==> src/rtl/mac_divider.sv <==
// Iterative restoring divider: DD (2P bits) / BB (P bits) -> QQ, RR.
// Produces one quotient bit per clock with a start/busy/done handshake.
module mac_divider #(
  parameter int P = 8
) (
  input  logic           clk,
  input  logic           reset,
  input  logic           start,
  input  logic [2*P-1:0] DD,
  input  logic [P-1:0]   BB,
  output logic           busy,
  output logic           done,
  output logic [2*P-1:0] QQ,
  output logic [P-1:0]   RR,
  output logic           div_zero
);

  localparam int CW = $clog2(2*P);
  localparam logic [CW-1:0] LAST = CW'(2*P-1);

  typedef enum logic [1:0] {S_IDLE, S_RUN, S_DONE} state_t;

  state_t         state;
  logic [2*P-1:0] dvd;
  logic [2*P-1:0] quo;
  logic [P-1:0]   dvs;
  logic [P:0]     rem;
  logic [CW-1:0]  cnt;

  logic [P:0]     rem_shift;
  logic [P:0]     rem_nxt;
  logic [2*P-1:0] quo_nxt;
  logic           qbit;

  // P+1-bit remainder keeps the compare exact for divisors near 2^P-1
  always_comb begin
    rem_shift = {rem[P-1:0], dvd[2*P-1]};
    qbit      = (rem_shift >= {1'b0, dvs});
    rem_nxt   = qbit ? (rem_shift - {1'b0, dvs}) : rem_shift;
    quo_nxt   = {quo[2*P-2:0], qbit};
  end

  always_ff @(posedge clk) begin
    if (reset) begin
      state    <= S_IDLE;
      busy     <= 1'b0;
      done     <= 1'b0;
      QQ       <= '0;
      RR       <= '0;
      div_zero <= 1'b0;
      dvd      <= '0;
      quo      <= '0;
      dvs      <= '0;
      rem      <= '0;
      cnt      <= '0;
    end else begin
      case (state)
        S_IDLE, S_DONE: begin
          done  <= 1'b0;
          state <= S_IDLE;
          if (start) begin
            if (BB == '0) begin
              QQ       <= '1;
              RR       <= DD[P-1:0];
              div_zero <= 1'b1;
              done     <= 1'b1;
              busy     <= 1'b0;
              state    <= S_DONE;
            end else begin
              dvd   <= DD;
              dvs   <= BB;
              rem   <= '0;
              quo   <= '0;
              cnt   <= '0;
              busy  <= 1'b1;
              state <= S_RUN;
            end
          end
        end
        S_RUN: begin
          dvd <= {dvd[2*P-2:0], 1'b0};
          rem <= rem_nxt;
          quo <= quo_nxt;
          cnt <= cnt + 1'b1;
          // last iteration publishes the freshly computed bit directly
          if (cnt == LAST) begin
            QQ       <= quo_nxt;
            RR       <= rem_nxt[P-1:0];
            div_zero <= 1'b0;
            done     <= 1'b1;
            busy     <= 1'b0;
            state    <= S_DONE;
          end
        end
        default: state <= S_IDLE;
      endcase
    end
  end

endmodule
==> config.mk <==
export PLATFORM = sky130hd
export DESIGN_NAME = mac_divider
export DESIGN_NICKNAME = d
export VERILOG_FILES = /design/src/rtl/mac_divider.sv
export SDC_FILE = /design/constraint.sdc
export NUM_CORES = 1
export LEC_CHECK = 0
export CAP_MARGIN = 20
export CORE_MARGIN = 2
export CORE_UTILIZATION = 35
export CTS_CLUSTER_DIAMETER = 120
export DETAILED_ROUTE_END_ITERATION = 12
export GPL_ROUTABILITY_DRIVEN = 0
export PLACE_DENSITY = 0.56
export SYNTH_ARGS = -nofsm -noshare
export SYNTH_HDL_FRONTEND = slang
export SYNTH_SLANG_ARGS = --single-unit
==> constraint.sdc <==
create_clock -name clk -period 2.3 [get_ports clk]
set_input_delay 0.69 -clock clk [delete_from_list [all_inputs] [get_ports clk]]
set_output_delay 0.69 -clock clk [all_outputs]
set_load 0.05 [all_outputs]
# [Yosys cells after proc, flatten, opt, wreduce, memory -nomap -nowiden]
# Index checks and enable logic that the tools add are counted.
[classes] n_addsub=2 order_cmp=1 n_eq_ne=7 n_mux=36 n_bitwise=1 n_reduce_logical=9
[ops] cell="two-way mux 16 bit" count=5
[ops] cell="case mux 16 bit (2 select lines)" count=2
[ops] cell="two-way mux 8 bit" count=6
[ops] cell="case mux 8 bit (2 select lines)" count=2
[ops] cell="two-way mux 15 bit" count=2
[ops] cell="case mux 15 bit (2 select lines)" count=1
[ops] cell="greater-or-equal comparator 9 x 8 -> 1 bit" count=1
[ops] cell="AND reduction 3 bit" count=3
[ops] cell="zero test 8 bit" count=1
[ops] cell="two-way mux 1 bit" count=8
[ops] cell="two-way mux 4 bit" count=2
[ops] cell="!= test 2 bit, second input constant" count=4
[ops] cell="case mux 4 bit (2 select lines)" count=1
[ops] cell="subtractor 8 bit" count=1
[ops] cell="two-way mux 2 bit" count=3
[ops] cell="case mux 1 bit (2 select lines)" count=3
[ops] cell="adder 4 x 1 -> 4 bit, second input constant" count=1
[ops] cell="== test 4 bit, second input constant" count=1
[ops] cell="case mux 2 bit (2 select lines)" count=1
[ops] cell="AND reduction 4 bit" count=1
[ops] cell="== test 2 x 1 -> 1 bit, second input constant" count=1
[ops] cell="== test 2 bit, second input constant" count=1
[ops] cell="zero test 2 bit" count=1
[ops] cell="AND reduction 2 bit" count=1
[ops] cell="3 further kinds" count=3
[totals] ff_bits=80 in_bits=27 out_inout_bits=27 word_cells=67

# [Longest topological paths before layout]
# Gate-level depths: netlist of run 1.
[depth] ltp_word=4 depth_mapped=8 mapped_depth_nobuf=8

# [Worst setup path after synthesis of run 1]
# No wires, ideal clock.
[synth_path] kind="reg-to-reg" start="reg dvs[2]" end="reg RR[2]" setup_ns=0.091 arrival_time_ns=1.889 required_time_ns=2.209 path_slack_ns=0.320 stages_incl_launch_ff=8 n_path_buf=0 path_cell_list="dfxtp_1 -> inv_1 -> ha_1 -> a21oi_1 -> o21ai_1 -> a21oi_2 -> mux2_1 -> a311oi_1"
[synth_via] elab_chain_cells=4
[synth_rtl] item="start, declared" line_no="26" source="logic [P-1:0] dvs;"
[synth_rtl] item="start signal, assigned" line_no="53" source="dvs <= '0;"
[synth_rtl] item="start signal, assigned" line_no="71" source="dvs <= BB;"
[synth_rtl] item="subtractor 8 bit or greater-or-equal comparator 9 x 8 -> 1 bit (tied branches)" line_no="39, 38"
[synth_rtl] item="two-way mux 8 bit (*)" line_no="39" source="rem_nxt = qbit ? (rem_shift - {1'b0, dvs}) : rem_shift;"
[synth_rtl] item="two-way mux 8 bit (*)" line_no="86" source="if (cnt == LAST) begin"
[synth_rtl] item="case mux 8 bit (2 select lines) (*)" line_no="57" source="case (state)"
[synth_rtl] item="end signal, assigned" line_no="64" source="RR <= DD[P-1:0];"
[synth_rtl] item="end signal, assigned" line_no="88" source="RR <= rem_nxt[P-1:0];"
[synth_rtl] item="end, declared" line_no="14" source="output logic [P-1:0] RR,"
# Mark *: on every way between the ends. The rest lies on a longest branch, timed or not. The select of a mux whose other input is x is not followed.
# A chain may end at the register's enable or synchronous reset.

# [Worst setup path in the final report of run 1]
[layout_path] start="reg RR[3]" end="out RR[3]"
# No word-level cell between the ends.

==> results, run 1 <==
- For this configuration, the core starts out at a cell density of 36.2%.
- Synthesis inferred 80 register bits.
- The CTS clock-pin slew for the worst setup and hold paths is 0.09 ns.
- The required time reported for the critical path endpoint is 1.61 ns.
- The unique cell type count in the Yosys netlist is 55.
- The later pin in the worst-skew pair is clocked with a latency of 0.36 ns.
- Using the TritonRoute via totals, the vias-per-cell ratio works out to 5.19.
- After global routing the overflow that remains totals 0.
- The HPWL after detailed placement is 6640 um.
- The clock drives 80 sinks.
- In the final routed layout, each cell accounts on average for 15.0 um.
- The number of global-route vias before repair came to 3126.
- The category of cells accounting for the largest share of critical-path delay is buffers and inverters.
- The synthesized design contains 0 enable-type register cells.
- The cell leakage power is 1.67 nW.
- The row count is 36.
- Setup repair after global routing left no endpoint under its margin.
- Timing would allow up to 449 MHz.
- The relative slew slack is 66.1%.
- The end-of-flow core utilization is 46.8%.
- Of the total synthesized cell area, the portion taken by full adders, half adders and majority gates is 3.73%.
- For this run, the leading register cell type out of synthesis is sky130_fd_sc_hd__dfxtp_1.
- The setup slack of the most critical reg-to-reg path is 0.10 ns.
- The mux contribution to synthesized area is 0.881%.
- The count of nets left with antenna violations once routing finished came out at 0.
- Entering global routing, the biggest net connects 30 pins.
- Walking the worst path, the cells encountered are clkdlybuf4s50_1.
- Wire segments on met2 add up to 4150 um in the final route.
- The hold path startpoint is dvs[3].
- Summing the areas of all xor and xnor instances in the mapped netlist gives 0.493% of the synthesized area.
- The final layout contains 512 nets.
- The maximum number of buffers from clock root to sink is 2.
- The number of antenna violations at the first check in global routing is 0.
- The number of pins with negative max-slew slack in the final report is 0.
- Together, buffers and inverters on the worst path number 1.
- The number of antenna diodes in the final layout is 0.
- Leaving out filler cells and counting taps, the final layout contains 613.
- The worst path in the final design needs a cycle of 2.23 ns, including I/O delays and setup.
- The highest signal layer in the routed design is met4.
- Clock tree synthesis selected as its root buffer the cell sky130_fd_sc_hd__clkbuf_8.
- The synthesized netlist devotes 20.0% of its cell area to simple gates.
- The average instance area after synthesis is 8.64 um^2.
- TritonCTS created 9 clock buffers.
- The number of levels in the clock H-tree is 3.
- The worst IR drop on VDD is 338 uV.
- The sum of negative setup slack is 0 ns.
- The final worst-path cycle share is 96.8%.
- The die is 105 um tall.
- The clock skew after layout is 0.0110 ns.
- Counting cells, the worst reg-to-reg path comes to 8.
- The synthesis warning total is 0.
- The compound-cell area share of the yosys netlist is 24.8%.
- The horizontal die dimension is 105 um.
- Of the cells placed in the final design, the portion with a size suffix greater than 1 is 13.1%.
- The die area is 11000 um^2.
- The overall global routing resource usage is 17.5%.
- The first global-routing pass estimated 15600 um of wire.
- STA classifies the critical path startpoint as a register.
- The class of the tightest hold or removal check is reg -> reg.
- The detailed route wirelength on metal3 is 453 um.
- The slowest library cell on the worst path is sky130_fd_sc_hd__clkdlybuf4s50_1.
- Of all nets on the critical path, the largest fanout is 2.
- The tightest hold path in the finished design has a slack of 0.457 ns.
- The clock tree from TritonCTS is built.
- The worst hold path passes through 2 cells.
- The critical setup path kind is reg -> out.
- Setup violations remaining at the end of the flow were counted as 0.
- The destination of the worst register-to-register timing path is rem[5].
- The number of endpoints with negative hold slack in the final report is 0.
- The run finished with clean final reports.
- Buffers placed on the I/O ports in this run total 53.
- The count of pins on the block boundary is 54.
- For this block, the via count after detailed routing is 3180.
- The layout overhead on the synthesized area is 29.4%.
- After layout, the design draws a total of 3.60 mW.
- The summed instance area of the synthesized netlist is 3550 um^2.
- The worst setup path is captured at an output pin.
- The launching point of the worst reg2reg path is dvs[6].
- The most common library cell in the layout ignoring fill and taps is sky130_fd_sc_hd__dfxtp_1.
- Summing the sequential cell areas from Yosys gives 45.1% of the chip area.
- Across the run, the number of max-cap violations was 0.
- The total stage count of the critical path is 1.
- The region available for standard cell placement spans 9820 um^2.
- For the pin with the worst max-slew slack, the measured transition is 0.507 ns.
- The final wirelength is 9210 um.
- In this design, the stage delay of the slowest critical-path cell is 0.82 ns.
- The top cell types in the final layout, fill and taps aside, are 80 x sky130_fd_sc_hd__dfxtp_1, 74 x sky130_fd_sc_hd__nand2_1, 52 x sky130_fd_sc_hd__clkdlybuf4s50_1.
- The share of flip-flops with an asynchronous set or reset after synthesis is 0%.
- The length of the first detailed-routing pass in iterations is 4.
- The first routing iteration left 151 violations.
- The hold-critical path endpoint is dvs[3].
- Counting every net in the synthesized netlist gives 448.
- Including well taps, the total number of placed cells is 596.
- After synthesis, the largest family of logic cells by area is compound AO/OA/AOI/OAI gates.
- The number of standard cells after synthesis is 411.
- After detailed routing, the number of remaining DRC violations is 0.
- The data arrival time of the critical path is 1.54 ns.
- In the final routing, the length of wire on met1 measures 4460 um.
- The power density over cell area is 782 nW/um^2.
- After clock tree synthesis, the flow added hold-fix buffers numbering 0.
how the worst max path moves through the flow:
stage          startpoint     to  slack [ns]
4_1_cts             RR[3]  RR[3]        0.06
2_1_floorplan      dvs[2]  RR[2]        0.32
5_1_grt             RR[1]  RR[1]        0.02
3_3_place_gp        BB[0]  RR[7]       -0.14
6_report            RR[3]  RR[3]        0.07
3_5_place_dp        BB[0]  RR[0]       -0.19
layout make-up:
type	count	area [um^2]
fillers	1026	5220
well taps	133	166
clock inverters	7	83.8
flip-flops and latches	80	1600
multi-input cells	287	1780
repair buffers	83	788
clock buffers	9	124
inverters	14	52.6
flip-flops by register name (all words and copies together), names as in the netlist:
register and cells:
dvd 16, done 1, quo 15, rem 8, div_zero 1, dvs 8
state 2, cnt 4, QQ 16, RR 8, busy 1
power by group:
part | internal (mW) | switching (mW) | total, mW
clock | 0.523 | 0.577 | 1.10
sequential | 1.45 | 0.0478 | 1.50
combinational | 0.432 | 0.564 | 0.997
total | 2.41 | 1.19 | 3.60
timing repair:
item                       in CTS  in global routing
buffers inserted                0                  1
setup endpoints to repair       0                  4
gates resized for setup         0                  2
routing by layer:
layer | vias up | GRT usage (%)
li1 | 1611 | -
met1 | 1486 | 24.1
met2 | 72 | 27.5
met3 | 11 | 2.81
met4 | 0 | 6.67
met5 | - | 0
through the flow:
| step | worst slack [ns] | instance area, um^2 |
|---|---|---|
| 2_1_floorplan | 0.320 | 3550 |
| 3_3_place_gp | -0.145 | 4370 |
| 3_5_place_dp | -0.190 | 4370 |
| 4_1_cts | 0.0569 | 4580 |
| 5_1_grt | 0.0161 | 4600 |
| 6_report | 0.0740 | 4600 |
worst reg2reg max path: cells and delay by family (launching register included):
kind	cells	cell delay (ns)
flip-flops	1	0.35
AO/OA/AOI/OAI	5	1.13
adder cells (fa/ha/maj)	1	0.38
buffers and inverters	2	0.25
Yosys cell counts, drive strengths merged, types with 2 or more instances:
cell type  instances  area share [%]
o21ai              8             1.1
a211o              2            0.49
inv               14             1.5
nor4               2             1.2
nor2b              6             1.1
nor2              35             3.8
mux2i              2            0.56
ha                 9             3.2
a21o               2            0.42
nand3             24             3.7
buf                8             1.3
o221a             16             5.1
a211oi             4            0.85
a311oi            14             3.6
a21oi             46             6.6
a31o               2            0.49
a32oi              2            0.49
nand2             74             7.8
or3                3            0.53
a22oi              9             1.9
nand3b             2            0.42
nand2b             2            0.35
o311ai             2            0.70
dfxtp             80              45
clkbuf            22             2.3
cell families (layout without fill, tap and decap cells):
group / count (synthesis) / count (layout)
mux: 3 / 3
buf+inv: 44 / 113
compound gates: 118 / 118
simple gates: 154 / 154
flops: 80 / 80
xor+xnor: 2 / 2
fa+ha+maj: 10 / 10
Note: power is estimated with default switching activity, not from simulation.
==> run 2: changes to the inputs <==
--- a/config.mk
+++ b/config.mk
@@ -12,5 +12,5 @@
 export DETAILED_ROUTE_END_ITERATION = 12
 export GPL_ROUTABILITY_DRIVEN = 0
-export PLACE_DENSITY = 0.56
+export PLACE_DENSITY = 0.58
 export SYNTH_ARGS = -nofsm -noshare
 export SYNTH_HDL_FRONTEND = slang
==> constraint.sdc (replaced) <==
create_clock -name clk -period 1.95 [get_ports clk]
set_input_delay 0.39 -clock clk [delete_from_list [all_inputs] [get_ports clk]]
set_output_delay 0.39 -clock clk [all_outputs]
set_load 0.05 [all_outputs]
==> run 2 against run 1 <==
The run now ends with negative setup slack left. Total power up 33%. Clock skew about the same. Combinational power grew 72%. Register-to-register slack lost 0.14 ns. Flip-flop and latch count stayed put. Die area is the same. Sequential share of layout area fell by 2.6 points. Via count grew 2.5%. Global-route usage rose by 0.34 points. Non-clock buffer count is 23 higher. Worst hold slack got worse by 0.019 ns. Final cell count is 3.8% higher.
==> results, run 2 (synthesis results as in run 1) <==
- The flow ran to the end, but the final reports show violations.
- The final reports fail on negative setup slack.
- In the final layout, the multi-input gates occupy 1970 um^2.
- Across the run, the number of max-cap violations was 0.
- The number of levels in the clock H-tree is 3.
- The maximum operating frequency is 504 MHz.
- The maximum number of pins on one net before global-route repair is 49.
- The layout overhead on the synthesized area is 40.5%.
- The worst setup slack after layout is -0.0352 ns.
- The total overflow left after global routing is 0.
- The tightest min-delay check is of the in -> reg type.
- Along the worst path, the maximum fanout reaches 4.
- The most common library cell in the layout ignoring fill and taps is sky130_fd_sc_hd__nand2_1.
- The largest registers in the layout are QQ: 16 flops, dvd: 16 flops, quo: 15 flops.
- Clock tree synthesis inserted a total of 9 buffers.
- After detailed placement, the design holds a cell count of 613.
- Across the VDD grid, the largest voltage drop is 440 uV.
- The final wirelength is 9460 um.
- The number of endpoints with negative hold slack in the final report came to 0.
- The number of antenna violations at the first check in global routing was 0.
- In this run the power density over the cells is 959 nW/um^2.
- The filler cell count in the final layout is 982.
- The row count is 36.
- The worst reg2reg path depth is 7.
- After detailed routing, the average wire length per cell comes to 14.9 um.
- In this run the remaining antenna-violating nets after routing total 0.
- Setup repair after global routing could not meet its margin everywhere.
- In this run the clock root is driven by a sky130_fd_sc_hd__clkbuf_8.
- The net count reported at finish is 535.
- Port buffering added 53 buffers.
- The horizontal die dimension is 105 um.
- For the finished layout, the period the worst path requires is 1.99 ns.
- The setup violation total in the final timing report is 3.
- TritonCTS built the clock tree.
- For the pin with the worst max-slew slack, the measured transition is 0.512 ns.
- In the layout the commonest cells are 74 x sky130_fd_sc_hd__nand2_1, 73 x sky130_fd_sc_hd__dfxtp_1, 52 x sky130_fd_sc_hd__buf_4.
- The critical setup path kind is reg -> reg.
- The hold path startpoint is reset.
- The CTS sink count is 80.
- The number of pins with negative max-slew slack in the final report came to 0.
- The detail-routed via count per cell is 5.12.
- The detailed router placed 3258 vias in this run.
- The post-detailed-route DRC marker count is 0.
- The worst hold path passes through 2 cells.
- The worst setup path is captured at a register.
- The worst setup path is launched from a register.
- The cell leakage power is 2.01 nW.
- The required time reported for the critical path endpoint is 2.20 ns.
- Dividing the final minimum period by the clock period gives 102%.
- The die outline height is 105 um.
- The number of global-route vias before repair is 3206.
- In the final layout, the share of cells above drive strength 1 is 24.1%.
- The area inside the core boundary is 9820 um^2.
- The clock insertion delay at the later pin of the skew report is 0.36 ns.
- The clock skew after layout is 0.0114 ns.
- In this run the count of I/O pins placed on the die edge is 54.
- The worst pin sits at a relative slew slack of 65.8%.
- The launching point of the worst reg2reg path is dvs[6].
- The maximum number of buffers from clock root to sink is 2.
- The data arrival time of the critical path is 2.24 ns.
- The launch point of the critical path is dvs[6].
- The sum of negative setup slack is -0.0689 ns.
- After the first detailed-routing iteration, the DRC count stood at 145.
- After clock tree synthesis, the clock-pin slew on the worst setup and hold paths is 0.10 ns.
- The first global-routing pass estimated 15800 um of wire.
- The die area is 11000 um^2.
- The effective utilization at floorplan is 36.2%.
- The half-perimeter wire length of the detailed placement result is 6640 um.
- Once layout is complete, the cells apart from fillers number 636.
- The overall global routing resource usage is 17.8%.
- The repair_antennas step left the layout with diodes totalling 0.
- Summing all flip-flop and latch instances after layout gives 1610 um^2.
- The length of the first detailed-routing pass in iterations is 5.
==> run 2: cell count changes in the layout (fill, tap and decap cells not counted), sizes merged <==
cell           previous run  this run
clkdlybuf4s50            52        36
clkinv                    1         0
dlygate4sd2               0         1
dlymetal6s2s              0        10
inv                      18        19
buf                      31        59
==> run 2: final timing paths <==
kind | slack (ns) | to
worst min-delay path | 0.44 | div_zero
worst max-delay path | -0.04 | RR[6]
worst max register to register | -0.04 | RR[6]
worst min register to register | 0.46 | div_zero
==> run 2: per-layer routing <==
layer  up-vias  track usage [%]  part of all wire, %
met5         -                0                    0
met4         0             3.71                 0.85
met3         8             4.24                  4.8
met2        74             28.7                   46
met1      1523             24.4                   48
li1       1653                -                    -
==> run 2: worst max-delay path, stage by stage (launching register included) <==
cell and delay, ns:
sky130_fd_sc_hd__dfxtp_2 0.34, sky130_fd_sc_hd__inv_1 0.06, sky130_fd_sc_hd__ha_4 0.30, sky130_fd_sc_hd__buf_4 0.12
sky130_fd_sc_hd__or2b_1 0.27, sky130_fd_sc_hd__o311ai_4 0.31, sky130_fd_sc_hd__mux2i_2 0.13, sky130_fd_sc_hd__a2111oi_2 0.35
==> run 2: cell type report <==
class / instances / area share, %
clock buffers: 9 / 2.48
clock inverters: 7 / 1.68
inverters: 14 / 1.05
multi-input cells: 287 / 39.5
flip-flops and latches: 80 / 32.3
well taps: 133 / 3.33
repair buffers: 106 / 19.7
==> run 2: timing repair <==
action	in CTS	in global routing
gates resized for setup	26	27
endpoints found under the setup margin	16	22
pin swaps	13	18
buffers inserted	4	3
hold buffers	0	0
==> run 2: per-stage QoR <==
step	cell area (um^2)	hold WS, ns	power [mW]	util, %	setup slack, ns
after floorplan	3560	0.436	2.58	-	0.0156
final	4990	0.438	4.78	50.8	-0.0352
after global placement	4500	0.445	3.09	45.8	-0.217
after detailed placement	4500	0.446	3.11	45.8	-0.252
after CTS	4880	0.424	4.66	49.7	-0.0324
after global routing	4990	0.438	5.04	50.8	-0.126
==> run 2: where the power goes <==
part	leakage [nW]	internal, mW	switching, mW	total, mW
registers	0.653	1.71	0.0587	1.77
clock network	0.103	0.619	0.684	1.30
logic	1.26	0.864	0.844	1.71
total	2.01	3.20	1.59	4.78
